==> src/rtl/sa_latch_pkg.sv <==
// sa_latch_pkg
//   Shared definitions for the latch-array write path.
//   - state_t : sequencer state encoding (IDLE, OPEN, CLOSE), ST_W bits wide
//   - addr_w  : address width for a given entry count; a single entry still
//               gets a 1-bit address so that no port collapses to zero width
package sa_latch_pkg;

    localparam int ST_W = 2;

    typedef enum logic [ST_W-1:0] {
        IDLE  = 2'd0,
        OPEN  = 2'd1,
        CLOSE = 2'd2
    } state_t;

    function automatic int addr_w(input int depth);
        return (depth > 1) ? $clog2(depth) : 1;
    endfunction

endpackage

==> src/rtl/sa_onehot_dec.sv <==
// sa_onehot_dec
//   Binary index to one-hot decoder with an enable. Shared with the latch
//   array's read-mux select so both sides decode the index the same way.
// Ports
//   en      in   1      when low, all outputs are 0
//   addr    in   AW     entry index; indices >= DEPTH produce all zeros
//   onehot  out  DEPTH  one-hot select
module sa_onehot_dec
    import sa_latch_pkg::*;
#(
    parameter int DEPTH = 8,
    parameter int AW    = addr_w(DEPTH)
) (
    input  logic             en,
    input  logic [AW-1:0]    addr,
    output logic [DEPTH-1:0] onehot
);

    always_comb begin
        onehot = '0;
        for (int i = 0; i < DEPTH; i++) begin
            onehot[i] = en && (addr == AW'(i));
        end
    end

endmodule

==> src/rtl/sa_latch_wr_seq.sv <==
// sa_latch_wr_seq
//   Write sequencer for an array of negedge-EN capture latches. Each accepted
//   request becomes an OPEN cycle (D driven, one EN high) followed by a CLOSE
//   cycle (EN low, D held), so D is stable on both sides of every EN fall.
// Ports
//   clk       in   1      clock, all logic on posedge
//   rst       in   1      synchronous active-high reset
//   wr_valid  in   1      write request valid
//   wr_ready  out  1      request accepted on wr_valid & wr_ready at posedge
//   wr_addr   in   AW     target entry index
//   wr_data   in   WIDTH  data to store
//   lat_d     out  WIDTH  shared D bus to every latch cell
//   lat_en    out  DEPTH  one-hot EN strobes, capture on 1->0
//   busy      out  1      sequence in flight (state != IDLE)
//   wr_done   out  1      pulse in the cycle after CLOSE (data committed)
//   wr_err    out  1      pulse after accepting an out-of-range address
module sa_latch_wr_seq
    import sa_latch_pkg::*;
#(
    parameter  int WIDTH = 32,
    parameter  int DEPTH = 8,
    localparam int AW    = addr_w(DEPTH)
) (
    input  logic             clk,
    input  logic             rst,
    input  logic             wr_valid,
    output logic             wr_ready,
    input  logic [AW-1:0]    wr_addr,
    input  logic [WIDTH-1:0] wr_data,
    output logic [WIDTH-1:0] lat_d,
    output logic [DEPTH-1:0] lat_en,
    output logic             busy,
    output logic             wr_done,
    output logic             wr_err
);

    // One extra bit so the range check also works when DEPTH is a power of two.
    localparam logic [AW:0] DEPTH_LIM = (AW+1)'(DEPTH);

    state_t           state;
    state_t           state_n;
    logic [AW-1:0]    addr_q;
    logic [WIDTH-1:0] data_q;
    logic             done_q;
    logic             err_q;
    logic             accept;
    logic             legal;
    logic             load;
    logic             err_n;

    assign legal = ({1'b0, wr_addr} < DEPTH_LIM);

    // wr_ready depends on state (and reset) only, never on wr_valid.
    always_comb begin
        state_n  = state;
        wr_ready = 1'b0;
        load     = 1'b0;
        err_n    = 1'b0;
        accept   = 1'b0;

        if (!rst && (state == IDLE || state == CLOSE)) begin
            wr_ready = 1'b1;
        end
        accept = wr_valid && wr_ready;
        err_n  = accept && !legal;

        case (state)
            IDLE: begin
                if (accept && legal) begin
                    state_n = OPEN;
                    load    = 1'b1;
                end
            end
            OPEN: begin
                state_n = CLOSE;
            end
            CLOSE: begin
                if (accept && legal) begin
                    state_n = OPEN;
                    load    = 1'b1;
                end else begin
                    state_n = IDLE;
                end
            end
            default: begin
                state_n = IDLE;
            end
        endcase
    end

    // The holding register is the D bus itself, so new data reaches lat_d on
    // the same edge that enters OPEN and stays put through CLOSE. On reset the
    // bus is only cleared when no EN is high; if reset lands in OPEN the EN
    // falls on that edge and D must still meet the latch hold time.
    always_ff @(posedge clk) begin
        if (rst) begin
            state  <= IDLE;
            done_q <= 1'b0;
            err_q  <= 1'b0;
            if (lat_en == '0) begin
                data_q <= '0;
                addr_q <= '0;
            end
        end else begin
            state  <= state_n;
            done_q <= (state == CLOSE);
            err_q  <= err_n;
            if (load) begin
                addr_q <= wr_addr;
                data_q <= wr_data;
            end
        end
    end

    sa_onehot_dec #(
        .DEPTH (DEPTH),
        .AW    (AW)
    ) u_dec (
        .en     (state == OPEN),
        .addr   (addr_q),
        .onehot (lat_en)
    );

    assign lat_d   = data_q;
    assign busy    = (state != IDLE);
    assign wr_done = done_q;
    assign wr_err  = err_q;

endmodule

==> config.mk <==
export PLATFORM = sky130hd
export DESIGN_NAME = sa_latch_wr_seq
export DESIGN_NICKNAME = d
export VERILOG_FILES = /design/src/rtl/sa_latch_pkg.sv /design/src/rtl/sa_onehot_dec.sv /design/src/rtl/sa_latch_wr_seq.sv
export SDC_FILE = /design/constraint.sdc
export NUM_CORES = 1
export LEC_CHECK = 0
export CAP_MARGIN = 20
export CORE_ASPECT_RATIO = 1.25
export CORE_MARGIN = 1.5
export CORE_UTILIZATION = 38
export DETAILED_ROUTE_END_ITERATION = 8
export HOLD_SLACK_MARGIN = 0.05
export PLACE_DENSITY_LB_ADDON = 0.12
export SKIP_CTS_REPAIR_TIMING = 1
export SYNTH_ARGS = -nofsm -noshare
export SYNTH_HDL_FRONTEND = slang
export SYNTH_SLANG_ARGS = --single-unit
==> constraint.sdc <==
create_clock -name clk -period 5.52 [get_ports clk]
set_clock_uncertainty 0.05 [all_clocks]
set_input_delay 1.104 -clock clk [delete_from_list [all_inputs] [get_ports clk]]
set_output_delay 1.104 -clock clk [all_outputs]
set_load 0.01 [all_outputs]
==> metrics <==
vias per cell between 4 and 5; Clock Sinks 38; Cells after Synth 100; post-place setup slack between 1.5 and 2 ns; Avg Cell Area, Syn around 15 sq um; worst hold start state[1]$_SDFFE_PP0P_; clk slew on worst S/H paths 0.07 ns; Final Max Tran Viols 0; FF/Latch Area 1110 sq um; Worst Hold Class reg -> reg; first-pass GRT wire length around 4400 um; Period minus WS final between 3 and 4 ns; CP Class in -> out; final wirelength just under 3000 um; port buffer count 80; Die W 58.7 um; post-DP HPWL 2060 um; Final Cycle Share 0.665; synth-to-layout area growth 62.7%; Worst R2R Setup Slack 3.83 ns; FF-to-FF End lat_d[18]$_SDFFCE_PP0P_; fin util 0.639; Worst EP arrival around 2.5 ns; Tot Pwr roughly 640 uW; Max IR drop VDD between 150 and 200 uV; Max Root-Sink Buffers 2; crit path setup slack, layout roughly 1.9 ns; layout cells sized above 1 0.0598; Fill cells between 300 and 400; core area roughly 3800 sq um; wire per inst between 10 and 15 um; number of enable flip-flop cells after synthesis 35; Clock H-tree levels 2; DIE AREA roughly 4300 sq um; vias in the first global route between 900 and 1000; fmax between 200 and 300 MHz; TritonCTS clock tree done; # setup viols final 0; endpoint class of the critical path primary output; Non-Filler Instances about 220; worst r2r src state[0]$_SDFFE_PP0P_; Reg2Reg Depth 1; initial antenna violation count 0; Top FF cell, synth edfxtp_1; Setup TNS 0 ns; # rows 25; crit-path max FO 39; P_leak between 0.0008 and 0.0009 uW; startpoint types input pin; PwrDens around 270 nW/um^2; footprint of the multi-input gates approximately 350 sq um; # IOs 82; asr flop ratio synth 0; worst skew pair latency approximately 0.28 ns; Num CTS Buffers 5; register area share after synthesis 0.753; WP data required around 4.4 ns; Synth cell types 19; Total GRT Usage 0.140; Final Hold Viols 0; die height 72.7 um; Inst Count DP ~220; synthesized area 1480 sq um; # DRC 0; antenna-violating nets left 0; register bit total from synthesis 38; first-pass iteration count of the detailed router 3; root buf cell clkbuf_8; largest net degree at the start of global routing 40; outcome complete, no violations; initial DRC count 36; final-stage net count around 220; RSZ-0062 raised after global routing false; ANT cells 0; warnings from Yosys 0; Least-Margin Pin Slew roughly 1.1 ns; WHS Endpoint state[1]$_SDFFE_PP0P_; initial cell density of the core 0.393; hold depth 1; Slew headroom 0.278; gr ovfl total 0; max cap viols 0; Synthesized Nets between 100 and 150; Via Count 1021; GPL Wtd Cong 0.642
-- flip-flops by register name, indices dropped and copies added (netlist names) --
signal	count
state	2
lat_d	32
wr_done	1
addr_q	3
-- final cells by class --
class                   count  area share
clock inverters             2     0.00365
well taps                  40      0.0209
repair buffers             81       0.337
flip-flops and latches     38       0.463
multi-input cells          57       0.145
clock buffers               6      0.0302
-- cell usage after synthesis (2+ instances only) --
cell type | n | area, sq um
nor2b_1 | 35 | 219
nor2_1 | 8 | 30.0
buf_2 | 2 | 10.0
nand2b_1 | 2 | 12.5
nand2_1 | 2 | 7.51
dfxtp_1 | 3 | 60.1
edfxtp_1 | 35 | 1050
and2_1 | 2 | 12.5
-- worst max-delay path by stage --
stage                                   end  from
floorplan           addr_q[0]$_SDFFCE_PP0P_   rst
global placement                   wr_ready   rst
detailed placement                 wr_ready   rst
CTS                                wr_ready   rst
global route                       wr_ready   rst
finish                             wr_ready   rst
-- routing by layer --
metal  global-route usage  wire, um  share of wire  vias up
li1                     -         -              -      500
met1                0.149      1090           0.37      468
met2                0.240      1570           0.53       49
met3               0.0638       248          0.085        4
met4               0.0530        31          0.011        0
met5                    0         0              0        -
-- cells by family (layout without fill, tap and decap cells) --
family                 Yosys count  after routing  share of synthesized area
and+or+nand+nor                 55             55                      0.223
DFF                             38             38                      0.753
buffers and inverters            5             89                     0.0178
other                            1              1                    0.00254
AOI/OAI and AO/OA                1              1                    0.00339
-- layout by cell type (no fill, tap or decap), types with 2 or more instances in the layout --
master	Yosys	final
nand2b_1	2	2
edfxtp_1	35	35
dfxtp_1	3	3
and2_1	2	2
clkbuf_8	0	5
nor2b_1	35	35
nor2_1	8	8
nand2_1	2	2
clkdlybuf4s50_1	0	80
-- power breakdown --
group	internal, uW	switching [uW]
Combinational	70.2	41.4
Sequential	344	8.95
Clock	86.8	90.4
-- critical path: stages --
cell and delay (ns):
clkdlybuf4s50_1 0.46, buf_4 0.34, nor2_1 0.11, clkdlybuf4s50_1 0.50
-- metrics by stage --
step / instance area [sq um] / hold WS (ns)
4_1_cts: 2400 / 0.477
5_1_grt: 2400 / 0.505
3_3_place_gp: 2320 / 0.437
3_5_place_dp: 2320 / 0.469
2_1_floorplan: 1480 / 0.412
6_report: 2400 / 0.475
Note: power is estimated with default switching activity, not from simulation.
